**src/rtl/regfile_pkg.sv**
```systemverilog
// Shared constants for the register-file write arbiter slice.
package regfile_pkg;

  localparam int REG_AW  = 3;
  localparam int REG_DW  = 16;
  localparam int RF_NREQ = 4;

  // The pointer starts at the last requester so that requester 0 is
  // searched first after reset.
  function automatic int ptr_reset(input int nreq);
    return nreq - 1;
  endfunction

endpackage

```
**src/rtl/rr_pick.sv**
```systemverilog
// Combinational round-robin picker: rotate, priority-encode, un-rotate.
module rr_pick #(
  parameter int NREQ = 4,
  parameter int PW   = (NREQ > 1) ? $clog2(NREQ) : 1
) (
  input  logic [NREQ-1:0] elig,
  input  logic [PW-1:0]   ptr,
  output logic [PW-1:0]   winner,
  output logic            valid
);

  logic [NREQ-1:0] rot;
  int              offset;
  int              pos;

  // Search starts at ptr+1; rotate so that index sits at bit 0, take the
  // lowest set bit, then map the offset back to a requester index.
  always_comb begin
    rot    = NREQ'({elig, elig} >> (int'(ptr) + 1));
    offset = 0;
    valid  = 1'b0;
    for (int j = NREQ - 1; j >= 0; j--) begin
      if (rot[j]) begin
        offset = j;
        valid  = 1'b1;
      end
    end
    pos = int'(ptr) + 1 + offset;
    if (pos >= NREQ) begin
      pos = pos - NREQ;
    end
    winner = PW'(pos);
  end

endmodule

```
**src/rtl/regfile_wr_arbiter.sv**
```systemverilog
// Round-robin arbiter driving the register file's single registered write port.
module regfile_wr_arbiter
  import regfile_pkg::*;
#(
  parameter int NREQ = RF_NREQ,
  parameter int AW   = REG_AW,
  parameter int DW   = REG_DW
) (
  input  logic             clk,
  input  logic             reset_n,
  input  logic [NREQ-1:0]    req,
  input  logic [NREQ*AW-1:0] req_addr,
  input  logic [NREQ*DW-1:0] req_data,
  input  logic             hold,
  output logic [NREQ-1:0]  gnt,
  output logic             wr_en,
  output logic [AW-1:0]    wr_addr,
  output logic [DW-1:0]    wr_data,
  output logic             busy
);

  localparam int PW = (NREQ > 1) ? $clog2(NREQ) : 1;

  logic [PW-1:0]   ptr;
  logic [PW-1:0]   winner;
  logic            valid;
  logic [NREQ-1:0] elig;
  logic [NREQ-1:0] gnt_next;
  logic [AW-1:0]   addr_next;
  logic [DW-1:0]   data_next;

  // A requester granted last cycle sits out one arbitration so a req that
  // is still high on the grant edge cannot be granted twice.
  assign elig = req & ~gnt;

  rr_pick #(
    .NREQ (NREQ),
    .PW   (PW)
  ) u_pick (
    .elig   (elig),
    .ptr    (ptr),
    .winner (winner),
    .valid  (valid)
  );

  // Decode the winner into a one-hot grant and select its address and data.
  always_comb begin
    gnt_next  = '0;
    addr_next = '0;
    data_next = '0;
    for (int i = 0; i < NREQ; i++) begin
      if (winner == PW'(i)) begin
        gnt_next[i] = 1'b1;
        addr_next   = req_addr[i*AW +: AW];
        data_next   = req_data[i*DW +: DW];
      end
    end
  end

  // Output registers and pointer; address/data/pointer hold when idle.
  always_ff @(posedge clk or negedge reset_n) begin
    if (!reset_n) begin
      gnt     <= '0;
      wr_en   <= 1'b0;
      wr_addr <= '0;
      wr_data <= '0;
      ptr     <= PW'(ptr_reset(NREQ));
    end else if (!hold && valid) begin
      gnt     <= gnt_next;
      wr_en   <= 1'b1;
      wr_addr <= addr_next;
      wr_data <= data_next;
      ptr     <= winner;
    end else begin
      gnt     <= '0;
      wr_en   <= 1'b0;
    end
  end

  assign busy = (|req) | wr_en;

endmodule

```
**config.mk**
```make
export PLATFORM = sky130hd
export DESIGN_NAME = regfile_wr_arbiter
export DESIGN_NICKNAME = d
export VERILOG_FILES = /design/src/rtl/regfile_pkg.sv /design/src/rtl/rr_pick.sv /design/src/rtl/regfile_wr_arbiter.sv
export SDC_FILE = /design/constraint.sdc
export NUM_CORES = 1
export LEC_CHECK = 0
export CAP_MARGIN = 20
export CORE_MARGIN = 3
export CORE_UTILIZATION = 36
export DETAILED_ROUTE_END_ITERATION = 6
export GPL_TIMING_DRIVEN = 0
export MAX_ROUTING_LAYER = met4
export PLACE_DENSITY = 0.81
export RECOVER_POWER = 50
export SYNTH_ARGS = -nofsm -noshare
export SYNTH_HDL_FRONTEND = slang
export SYNTH_SLANG_ARGS = --single-unit
export TNS_END_PERCENT = 50
```
**constraint.sdc**
```tcl
create_clock -name clk -period 3 [get_ports clk]
set_input_delay 0.6 -clock clk [delete_from_list [all_inputs] [get_ports clk]]
set_output_delay 0.6 -clock clk [all_outputs]
set_load 0.1 [all_outputs]
```
# Word level (Yosys, flattened, before mapping)
# Cells that the tools add are included.
# totals
output_inout_bits,25
input_bits,83
wordCells,43
reg_bits,26
# classes
eq_ne,3
add_sub_neg,3
reduce_logical,4
order_cmp,1
mux,23
n_bitwise,3
n_shift,1
# op_table
cell,count
16-bit two-way mux,4
32-bit by 4-bit >= comparator with 1-bit output (second input constant),1
3-bit two-way mux,4
2-bit two-way mux,5
1-bit two-way mux,9
8-bit by 3-bit right shift with 4-bit output,1
3-bit by 2-bit adder with 4-bit output,1
4-bit bitwise AND,1
2-bit == test (second input constant),2
4-bit two-way mux,1
4-bit inverter,1
4-bit OR reduction,1
2-bit by 1-bit adder with 3-bit output (second input constant),1
2-bit by 1-bit == test with 1-bit output (second input constant),1
2-bit logical NOT,1
2-bit by 1-bit subtractor with 2-bit output (second input constant),1
1-bit logical AND,1
1-bit logical NOT,1
1-bit OR,1

# Depth between registers and ports, before layout
# Gate-level depths: netlist (run 1).
# depth
ltp_word,15
depth_mapped,12
depth_no_buf,11

# Modules after synthesis
# From an unflattened synthesis (run 1), not the netlist that was laid out.
# hier_totals
cells_unflattened,112
hier_area_um2,1685.4
# by_module_without_submodules
mod,cells_per_inst,area_per_inst_um2,n_inst
regfile_wr_arbiter,88,1511.4,1
rr_pick,24,173.9,1

# Least setup slack after synthesis (run 1)
# No wires, ideal clock.
# synth_path
kind,register to register
from,register gnt[0]
to,register wr_data[0]
path_buffers,1
slack_ps,-38
required_time_ps,2927
arrival_ps,2964
synth_period_minus_slack_ps,3038
setup_time_ps,73
stages_incl_launch_ff,12
cell_sequence,dfrtp_1 -> nand2b_1 -> and2_1 -> nand2b_1 -> o221ai_1 -> a21oi_1 -> ha_1 -> or3_1 -> nor4_4 -> buf_6 -> o21ai_1 -> nand4_1
# synth_between
elab_chain_len,15
elab_cells_between_ends,24
cone_classes,add/sub: 2; order compare: 1; eq/ne: 3; shift: 1; mux: 13; bitwise: 2; reduce/logical: 2
# synth_rtl
element,line_no,text
"start, declared",regfile_wr_arbiter.sv:15,"output logic [NREQ-1:0] gnt,"
"start signal, assigned",regfile_wr_arbiter.sv:69,gnt <= gnt_next;
4-bit inverter (*),regfile_wr_arbiter.sv:34,assign elig = req & ~gnt;
4-bit bitwise AND (*),regfile_wr_arbiter.sv:34,
8-bit by 3-bit right shift with 4-bit output (*),rr_pick.sv:19,"rot = NREQ'({elig, elig} >> (int'(ptr) + 1));"
2-bit two-way mux (4 in a row),rr_pick.sv:23,if (rot[j]) begin
3-bit by 2-bit adder with 4-bit output,rr_pick.sv:28,pos = int'(ptr) + 1 + offset;
32-bit by 4-bit >= comparator with 1-bit output or 2-bit by 1-bit subtractor with 2-bit output (tied branches),"rr_pick.sv:29, rr_pick.sv:30",
2-bit two-way mux,rr_pick.sv:29,if (pos >= NREQ) begin
2-bit logical NOT,regfile_wr_arbiter.sv:52,if (winner == PW'(i)) begin
16-bit two-way mux (4 in a row),regfile_wr_arbiter.sv:52,
"end signal, assigned",regfile_wr_arbiter.sv:72,wr_data <= data_next;
"end, declared",regfile_wr_arbiter.sv:18,"output logic [DW-1:0] wr_data,"
# Mark *: on every way between the ends. The rest lies on a longest branch, timed or not.
# A chain may end at the register's enable or synchronous reset.

# Worst setup path in the final report (run 1)
# layout_path
from,input req[1]
to,register wr_data[12]
# layout_between
elab_chain_len,14
elab_cells_between_ends,23
cone_classes,add/sub: 2; order compare: 1; eq/ne: 3; shift: 1; mux: 13; bitwise: 1; reduce/logical: 2
# layout_rtl
element,line_no,text
"start, declared",regfile_wr_arbiter.sv:11,"input logic [NREQ-1:0] req,"
4-bit bitwise AND (*),regfile_wr_arbiter.sv:34,
8-bit by 3-bit right shift with 4-bit output (*),rr_pick.sv:19,
2-bit two-way mux (4 in a row),rr_pick.sv:23,
3-bit by 2-bit adder with 4-bit output,rr_pick.sv:28,
32-bit by 4-bit >= comparator with 1-bit output or 2-bit by 1-bit subtractor with 2-bit output (tied branches),"rr_pick.sv:29, rr_pick.sv:30",
2-bit two-way mux,rr_pick.sv:29,
2-bit logical NOT,regfile_wr_arbiter.sv:52,
16-bit two-way mux (4 in a row),regfile_wr_arbiter.sv:52,
# Marks and branches as above.

==> results of run 1 <==
-- placed cells by master (no fill, tap or decap), types with 3 or more instances in the layout --
master and instances:
dfrtp_1 22, clkbuf_8 4, clkbuf_1 4, o21ai_0 31
dlygate4sd3_1 10, buf_2 5, buf_4 7, nand2_1 24
a22oi_1 19, nand4_1 19, clkdlybuf4s50_1 93, a21oi_1 3
nand2b_1 3, o21ai_1 10, nand3b_1 3, nor3_1 3
inv_1 3
-- cell usage after synthesis --
| cell | count |
|---|---|
| nor4_1 | 2 |
| clkbuf_1 | 6 |
| or3_1 | 2 |
| nand2_1 | 24 |
| dfstp_2 | 2 |
| a31oi_1 | 2 |
| buf_1 | 1 |
| o31ai_1 | 1 |
| dfrtp_1 | 24 |
| ha_1 | 1 |
| nor2_1 | 3 |
| a21o_1 | 1 |
| nand3b_1 | 3 |
| nand2b_1 | 5 |
| a21oi_1 | 3 |
| o221ai_1 | 1 |
| nand3_1 | 2 |
| buf_4 | 1 |
| a22oi_1 | 19 |
| o21a_1 | 1 |
| nor2b_1 | 2 |
| buf_6 | 1 |
| and3_4 | 1 |
| nor4_2 | 1 |
| or2_1 | 1 |
| or3b_4 | 1 |
| inv_1 | 3 |
| nand4_1 | 19 |
| a221o_1 | 1 |
| nor3_1 | 4 |
| nor4_4 | 1 |
| o21ai_0 | 31 |
| buf_2 | 5 |
| nor3_2 | 2 |
| o211a_1 | 1 |
| nor3b_1 | 1 |
| and2_1 | 1 |
| o21ai_1 | 10 |
-- how the worst max path moves through the flow --
| stage | startpoint | to | slack (ns) |
|---|---|---|---|
| floorplan | gnt[1] | wr_data[0] | 0.02 |
| global placement | req[1] | wr_data[3] | -0.49 |
| detailed placement | req[1] | wr_data[0] | -0.50 |
| CTS | req[0] | wr_data[12] | 0.008 |
| global route | req[1] | wr_data[12] | 0.06 |
| finish | req[1] | wr_data[12] | 0.23 |
-- area by class of cell --
class,count,area (um2),share of cell area (%)
flip-flops and latches,26,656,22.6
plain buffers,13,75.1,2.58
inverters,3,11.3,0.388
well taps,50,62.6,2.15
multi-input cells,147,923,31.8
clock buffers,4,55.1,1.89
repair buffers,114,1120,38.6
-- logic make-up after synthesis --
group | after synthesis | share of synthesized area [%]
AOI/OAI and AO/OA | 71 | 26.5
adders and majority gates | 1 | 0.776
buffers and inverters | 17 | 5.05
DFF | 26 | 40.5
and+or+nand+nor | 75 | 27.2
-- per-layer routing --
metal / up-vias / GRT usage (%) / wire length, um
met3: 13 / 3.17 / 329
li1: 955 / - / -
met5: - / - / 0
met2: 73 / 38.2 / 2980
met4: 0 / 5.94 / 136
met1: 941 / 26.8 / 2300
-- worst max-delay path, delay by kind of cell --
kind / cells / cell delay (ns)
AO/OA/AOI/OAI: 4 / 0.56
adder cells (fa/ha/maj): 1 / 0.28
buffers and inverters: 2 / 0.48
AND/OR/NAND/NOR: 5 / 1.06
-- repair_timing --
action,in CTS,in global routing
setup endpoints to repair,20,21
resized for setup,13,10
buffers inserted,3,2
pin swaps,2,4
gates cloned,0,1
-- metrics by stage --
stage / utilization (%) / setup TNS [ns]
global placement: 66.3 / -9.15
finish: 70.1 / 0
global route: 70.1 / 0
detailed placement: 66.7 / -9.61
CTS: 69.5 / 0
floorplan: - / 0
-- registers in the layout, indices dropped and copies added, names as in the netlist --
name,flops
ptr,2
gnt,4
wr_en,1
wr_addr,3
wr_data,16
-- power groups by stage --
stage / sequential, uW / combinational [uW] / clock, uW
after global placement: 611 / 2340 / 0
after detailed placement: 617 / 2360 / 0
after CTS: 614 / 2440 / 236
after floorplan: 1630 / 736 / 0
final: 629 / 2420 / 232
after global routing: 653 / 2560 / 245
==> out/metrics.yaml, run 1 <==
worst_setup_path:
  crit_path_max_fanout: 5
  critPathSlowestCell: "or3_4"
  ff2ff_setup_slack_ns: 0.31
  cp.required_ns: 3.21
  crit_chain: "dlygate4sd2_1, nor2b_4, nor3_1, a31oi_1, o221ai_1, a21oi_1, ha_1, or3_4, nor4_4, buf_4, o21ai_0, nand4_1"
  end_kind: "flip-flop"
  critPathKind: "input port to flip-flop"
  worst_path_largest_cell_delay_ns: 0.42
  cp-start-kind: "input port"
  rr_startpoint: "ptr[0]"
  cp.arrival_ns: 2.98
  reg2regPathDepth: 10
  reg2reg_to: "wr_data[12]"
synthesis:
  synth_area_leaders: "dfrtp_1 37%, o21ai_0 9.6%, a22oi_1 8.9%"
  yosysWarnings: 0
  yosysSeqAreaShare_pct: 40.5
  syn-cell-area_um2: 1610
  synth_cells: 190
  syn-num-nets: 274
  synth_area_per_cell_um2: 8.48
  ys_types: 38
  ys_ff_latch: 26
  yosys.area.top_type: "dfrtp_1"
  synth.top_cell.area_share_pct: 37.3
clock_tree:
  htree_levels: 1
  root_buffer: "clkbuf_8"
  numCtsBuffers: 3
  numClockSinks: 26
  clkTransAtPathRegs_ns: 0.09
  tritoncts: "built"
  clk_latency_ns: 0.27
  cts_hold_buffers: 0
  clk_path_buf_depth: 2
run:
  drv_cap: 0
floorplan:
  die_h_um: 72.9
  die_area_um2: 5320
  start_util_pct: 38.9
  ios: 108
  die_w_um: 72.9
  core_um2: 4140
  num_rows: 23
cells_and_area:
  final_cell_area_um2: 2910
  insertedDiodeCount: 0
  nets: 392
  drive_above_1_share_pct: 12.4
  area_growth_pct: 80.3
  fill_cells: 347
  stdcell_count: 357
power:
  clkPwrFrac_pct: 7.1
  pwr-share-seq_pct: 19.1
  ir_worst_vdd_mv: 0.895
  switchingPower_uw: 1890
  leakage_uw: 0.00118
  p_int_uw: 1390
  p_per_area_nw_per_um2: 1130
  p_comb_share_pct: 73.8
  switching_share_pct: 57.6
  p_total_uw: 3280
place:
  pre_cts_ws_ns: -0.501
  gp_congestion: 0.803
  hpwl_mm: 4.32
  placed_cells: 348
  io_buffers: 107
  place_area_um2: 2760
drt:
  firstDrtPassIters: 4
  wl_per_cell_um: 16.1
  num_vias: 1982
  detail-route-antenna-nets: 0
  wl_mm: 5.74
  drc_errors: 0
  drt_iter0_drc: 94
  vias_per_cell: 5.55
global_route:
  grt_pass1_wl_mm: 8.99
  antenna_found_initial: 0
  grt_overflow: 0
  first_global_vias: 1968
  track_usage_pct: 22.0
  grt_max_degree: 20
timing:
  fin_worst_skew_ns: 0.00484
  fin_crit_ns: 2.77
  rsz0062_at_grt: "false"
  final_hold_viol_count: 0
  slew_headroom_pct: 31.6
  fmax_ghz: 0.361
  setup-violations-final: 0
  worst_pin_slew_ns: 1.02
  holdWs_ns: 0.540
  maxSlewViolCount: 0
  timing.final.crit_share_pct: 92.2
  setup_ws_ns: 0.233
hold_path:
  hold_path_end: "wr_data[15]"
  holdPathStages: 2
  hold_start: "wr_data[15]"
  hold_path_class: "flip-flop to flip-flop"
run_status:
  status: "finished, final reports clean"
(Power assumes the default switching activity.)
==> run 2: changes to the inputs <==
Settings changed: CORE_ASPECT_RATIO set to 0.9, PLACE_DENSITY 0.81 to unset, PLACE_DENSITY_LB_ADDON set to 0.2.
==> out/metrics.yaml, run 2 (synthesized netlist as in run 1, its figures left out) <==
run_status:
  status: "finished, final reports clean"
timing:
  maxSlewViolCount: 0  # unchanged
  timing.final.crit_share_pct: 90.6  # -1.7 points
  fin_crit_ns: 2.72  # -0.0506 ns
  rsz0062_at_grt: "false"
  worst_pin_slew_ns: 1.05  # +0.0264 ns
  setup-violations-final: 0  # unchanged
  slew_headroom_pct: 30.0  # -1.5 points
  holdWs_ns: 0.542  # +0.00193 ns
  final_hold_viol_count: 0  # unchanged
  setup_tns_ns: 0  # unchanged
  fin_worst_skew_ns: 0.0103  # +0.00549 ns
  fmax_ghz: 0.368  # +1.9%
drt:
  vias_per_cell: 5.39  # -3.0%
  drt_iter0_drc: 114  # +21%
  detail-route-antenna-nets: 0  # unchanged
  wl_per_cell_um: 15.5  # -3.3%
  drc_errors: 0  # unchanged
  num_vias: 1982  # unchanged
  firstDrtPassIters: 4  # unchanged
  wl_mm: 5.72  # -0.33%
cells_and_area:
  reg_top3: "wr_data: 16 flops, gnt: 4 flops, wr_addr: 3 flops"
  regArea_um2: 656  # unchanged
  area_growth_pct: 80.7
  final_common_cell: "clkdlybuf4s50_1"
  final_cell_mix: "93 x clkdlybuf4s50_1, 31 x o21ai_0, 24 x nand2_1, 22 x dfrtp_1"
  top_register: "wr_data"
  fill_cells: 352  # +1.4%
  insertedDiodeCount: 0  # unchanged
  nets: 393  # +0.26%
  largest_reg_flops: 16  # unchanged
  drive_above_1_share_pct: 12.0  # -0.36 points
  multi_input_area_um2: 920  # -0.41%
global_route:
  track_usage_pct: 21.8  # -0.26 points
  grt_max_degree: 20  # unchanged
  antenna_found_initial: 0  # unchanged
  grt_pass1_wl_mm: 9.27  # +3.1%
  first_global_vias: 2027  # +3.0%
  grt_overflow: 0  # unchanged
worst_setup_path:
  critPathSlowestCell: "clkdlybuf4s50_1"
  end_kind: "output pin"
  cp.arrival_ns: 2.12  # -0.86 ns
  cp.required_ns: 2.40  # -0.81 ns
  crit_family: "buffers and inverters"
  worst_path_largest_cell_delay_ns: 1.13  # +0.71 ns
  cp-start-kind: "input port"
  path_buf_inv: 2  # unchanged
  crit_path_max_fanout: 2  # -3
  critPathKind: "input port to output pin"
  crit_chain: "dlygate4sd2_1, nor3_1, nand2_1, clkdlybuf4s50_1"
power:
  p_total_uw: 3290  # +0.13%
  ir_worst_vdd_mv: 0.523  # -42%
  leakage_uw: 0.00116  # -1.1%
  p_per_area_nw_per_um2: 1130  # -0.13%
floorplan:
  start_util_pct: 38.5  # -0.37 points
  die_area_um2: 5320  # about the same
  ios: 108  # unchanged
  die_h_um: 69.5  # -4.7%
  core_um2: 4180  # +0.97%
  die_w_um: 76.5  # +5.0%
  num_rows: 22  # -4.3%
clock_tree:
  root_buffer: "clkbuf_8"
  htree_levels: 1  # unchanged
  numCtsBuffers: 3  # unchanged
  tritoncts: "built"
  numClockSinks: 26  # unchanged
  cts_hold_buffers: 0  # unchanged
  clkTransAtPathRegs_ns: 0.10  # about the same
  clk_latency_ns: 0.27  # about the same
  clk_path_buf_depth: 2  # unchanged
place:
  gp_congestion: 0.825  # +2.8%
  io_buffers: 107  # unchanged
  hpwl_mm: 4.42  # +2.2%
hold_path:
  hold_path_class: "flip-flop to flip-flop"
run:
  drv_cap: 0  # unchanged
## run 2: worst paths after layout
path / start / slack [ns] / cells after the start / endpoint
min reg2reg: wr_data[9] / 0.54 / 2 / wr_data[9]
max in group asynchronous: reset_n / 0.99 / 2 / gnt[0]
max: req[0] / 0.28 / 4 / busy
max reg2reg: gnt[2] / 0.38 / 12 / wr_data[0]
min in group asynchronous: reset_n / 0.67 / 1 / wr_data[8]
min: wr_data[9] / 0.54 / 2 / wr_data[9]
## run 2: per-layer routing
layer  GRT usage, %  share of wire, %  up-vias
li1               -                 -      952
met1           26.4                42      958
met2           38.0                51       62
met3           2.86               4.4       10
met4           6.24               2.0        0
met5              -                 0        -
## run 2: what timing repair did
item                       CTS  global route
setup buffers                5             2
pin swaps                    6             2
setup endpoints to repair   20            21
resized for setup           13            13
gates cloned                 0             0
## run 2: per-stage QoR
stage / std cells / cell area (um2) / util, % / setup WS [ns]
after global routing: 368 / 2910 / 69.6 / 0.0975
after CTS: 367 / 2900 / 69.4 / 0.000327
after detailed placement: 358 / 2790 / 66.6 / -0.507
final: 368 / 2910 / 69.6 / 0.283
after floorplan: 190 / 1610 / - / 0.0243
after global placement: 357 / 2760 / 66.0 / -0.468
## run 2: where the power goes
| part | switching [uW] | internal, uW |
|---|---|---|
| clock network | 108 | 94.9 |
| registers | 99.3 | 530 |
| logic | 1700 | 759 |
## run 2: cell type report
type | count | area share, %
buffer | 13 | 2.75
clock buffer | 4 | 1.55
inverter | 3 | 0.387
multi-input combinational | 147 | 31.6
sequential | 26 | 22.5
tap | 60 | 2.58
timing repair buffer | 115 | 38.7
## run 2: tightest hold or removal path: stages (launching register included)
cell	delay (ns)
dfrtp_1	0.35
a22oi_1	0.08
nand4_1	0.08
==> run 3: changes to the inputs <==
Settings changed: ABC_AREA set to 1, CORE_UTILIZATION 36 to 41, GPL_TIMING_DRIVEN 0 to unset.
==> out/metrics.yaml, run 3 <==
floorplan:
  die_area_um2: 6170  # +16%
  start_util_pct: 43.5  # +5.0 points
  die_w_um: 82.4  # +7.7%
  num_rows: 24  # +9.1%
  ios: 108  # unchanged
  core_um2: 4950  # +18%
  die_h_um: 74.8  # +7.7%
clock_tree:
  root_buffer: "clkbuf_8"
  htree_levels: 1  # unchanged
  clk_path_buf_depth: 2  # unchanged
  clkTransAtPathRegs_ns: 0.10  # about the same
  cts_hold_buffers: 0  # unchanged
  numCtsBuffers: 3  # unchanged
  clk_latency_ns: 0.27  # about the same
  tritoncts: "built"
  numClockSinks: 26  # unchanged
  postCtsSetupBuffers: 0  # -5
  ctsResizeCount: 0  # -13
cells_and_area:
  nets: 540  # +37%
  area_growth_pct: 49.2
  stdcell_count: 520  # +41%
  drive_above_1_share_pct: 14.5  # +2.5 points
  final_cell_area_um2: 3220  # +10%
  fill_cells: 497  # +41%
  multi_input_area_um2: 1180  # +28%
  largest_reg_flops: 16  # unchanged
  insertedDiodeCount: 0  # unchanged
  final_common_cell: "nand2_1"
  regArea_um2: 653  # -0.38%
  reg_top3: "wr_data: 16 flops, gnt: 4 flops, wr_addr: 3 flops"
  top_register: "wr_data"
  final_cell_mix: "151 x nand2_1, 81 x clkdlybuf4s50_1, 47 x inv_1, 35 x nand3_1, 32 x nor2_1"
synthesis:
  synth_edf_count: 0  # unchanged
  ys_ff_latch: 26  # unchanged
  synth_cells: 353  # +86%
  syn-cell-area_um2: 2160  # +34%
  yosysWarnings: 0  # unchanged
  ys_async_sr_fraction_pct: 100  # unchanged
  synth_area_per_cell_um2: 6.11  # -28%
  yosys.area.top_type: "dfrtp_1"
  ys_types: 21  # -45%
  synth_area_leaders: "dfrtp_1 28%, nand2_1 26%, inv_1 8.2%"
  syn-num-nets: 437  # +59%
  yosysSeqAreaShare_pct: 30.3  # -10 points
  synth_common_cells: "151 x nand2_1, 47 x inv_1, 35 x nand3_1, 32 x nor2_1, 24 x dfrtp_1"
  synth.top_cell.area_share_pct: 27.9  # -9.4 points
  synth_flop_cell: "dfrtp_1"
  yosysMostFrequentCell: "nand2_1"
drt:
  vias_per_cell: 4.52  # -16%
  wl_per_cell_um: 11.2  # -28%
  num_vias: 2349  # +19%
  wl_mm: 5.82  # +1.6%
  drt_iter0_drc: 71  # -38%
  detail-route-antenna-nets: 0  # unchanged
  drc_errors: 0  # unchanged
  firstDrtPassIters: 4  # unchanged
worst_setup_path:
  end_kind: "flip-flop"
  cp.required_ns: 3.22  # +0.82 ns
  cp.arrival_ns: 2.83  # +0.71 ns
  critPathKind: "input port to flip-flop"
  cp-start-kind: "input port"
  crit_path_max_fanout: 20  # +18
place:
  hpwl_mm: 4.57  # +3.5%
  io_buffers: 107  # unchanged
  pre_cts_ws_ns: 0.0927  # +0.600 ns
  place_area_um2: 3190  # +15%
  gp_congestion: 0.826  # +0.15%
  placed_cells: 516  # +44%
timing:
  fin_crit_ns: 2.61  # -0.104 ns
  setup-violations-final: 0  # unchanged
  worst_pin_slew_ns: 1.38  # +0.334 ns
  slew_headroom_pct: 7.78  # -22 points
  rsz0062_at_grt: "false"
  setup_tns_ns: 0  # unchanged
  setup_ws_ns: 0.387  # +0.104 ns
  timing.final.crit_share_pct: 87.1  # -3.5 points
  fmax_ghz: 0.383  # +4.0%
  final_hold_viol_count: 0  # unchanged
  fin_worst_skew_ns: 0.00535  # -0.00498 ns
  maxSlewViolCount: 0  # unchanged
global_route:
  track_usage_pct: 19.6  # -2.2 points
  grt_overflow: 0  # unchanged
  first_global_vias: 2165  # +6.8%
  grt_max_degree: 27  # +35%
  antenna_found_initial: 0  # unchanged
  grt_pass1_wl_mm: 9.32  # +0.59%
run_status:
  status: "finished, final reports clean"
run:
  drv_cap: 0  # unchanged
hold_path:
  hold_path_class: "flip-flop to flip-flop"
## run 3: routing by layer
layer  global-route usage, %  part of all wire [%]
met5                       -                     0
met4                    3.14                  0.41
met3                    2.75                   7.2
met2                    35.3                    50
met1                    23.5                    43
## run 3: layout make-up
class	count	area share [%]
repair buffers	114	32.2
multi-input cells	260	36.7
flip-flops and latches	26	20.3
clock buffers	3	1.28
well taps	65	2.53
clock inverters	1	0.933
inverters	51	5.99
## run 3: worst max-delay path, stage by stage
cell	delay [ns]
clkdlybuf4s50_1	0.46
nand3_1	0.13
nand3_1	0.09
nand2_2	0.11
nand3_1	0.07
nand2_1	0.06
nand2_1	0.05
ha_1	0.43
nor2_2	0.17
inv_2	0.08
nor2_8	0.32
nand2_1	0.10
nand2_1	0.07
inv_1	0.03
nand2_1	0.05
## run 3: logic make-up (layout without fill, tap and decap cells)
family | Yosys count | in the layout | share of synthesized area, %
and+or+nand+nor | 257 | 257 | 53.7
AOI/OAI and AO/OA | 2 | 2 | 0.464
buffers and inverters | 67 | 169 | 14.9
DFF | 26 | 26 | 30.3
adders and majority gates | 1 | 1 | 0.580
## run 3: path summary, 6_finish.rpt
path                                to        start  cells past startpoint  slack, ns
min in group asynchronous  wr_data[10]      reset_n                      2       1.16
max                         wr_data[7]       req[2]                     15       0.39
min reg2reg                wr_data[14]  wr_data[14]                      4       0.57
max reg2reg                 wr_data[7]       ptr[0]                     15       0.55
max in group asynchronous  wr_data[14]      reset_n                      2       1.03
min                        wr_data[14]  wr_data[14]                      4       0.57
## run 3: per-stage QoR
step	utilization [%]	hold WS, ns
4_1_cts	65.9	0.570
3_3_place_gp	64.5	0.541
5_1_grt	64.9	0.588
3_5_place_dp	64.5	0.544
6_report	64.9	0.566
2_1_floorplan	-	0.304
Power of run 3 is not shown: default switching activity piles up to over one toggle a cycle in this logic, so the estimate is an artifact.
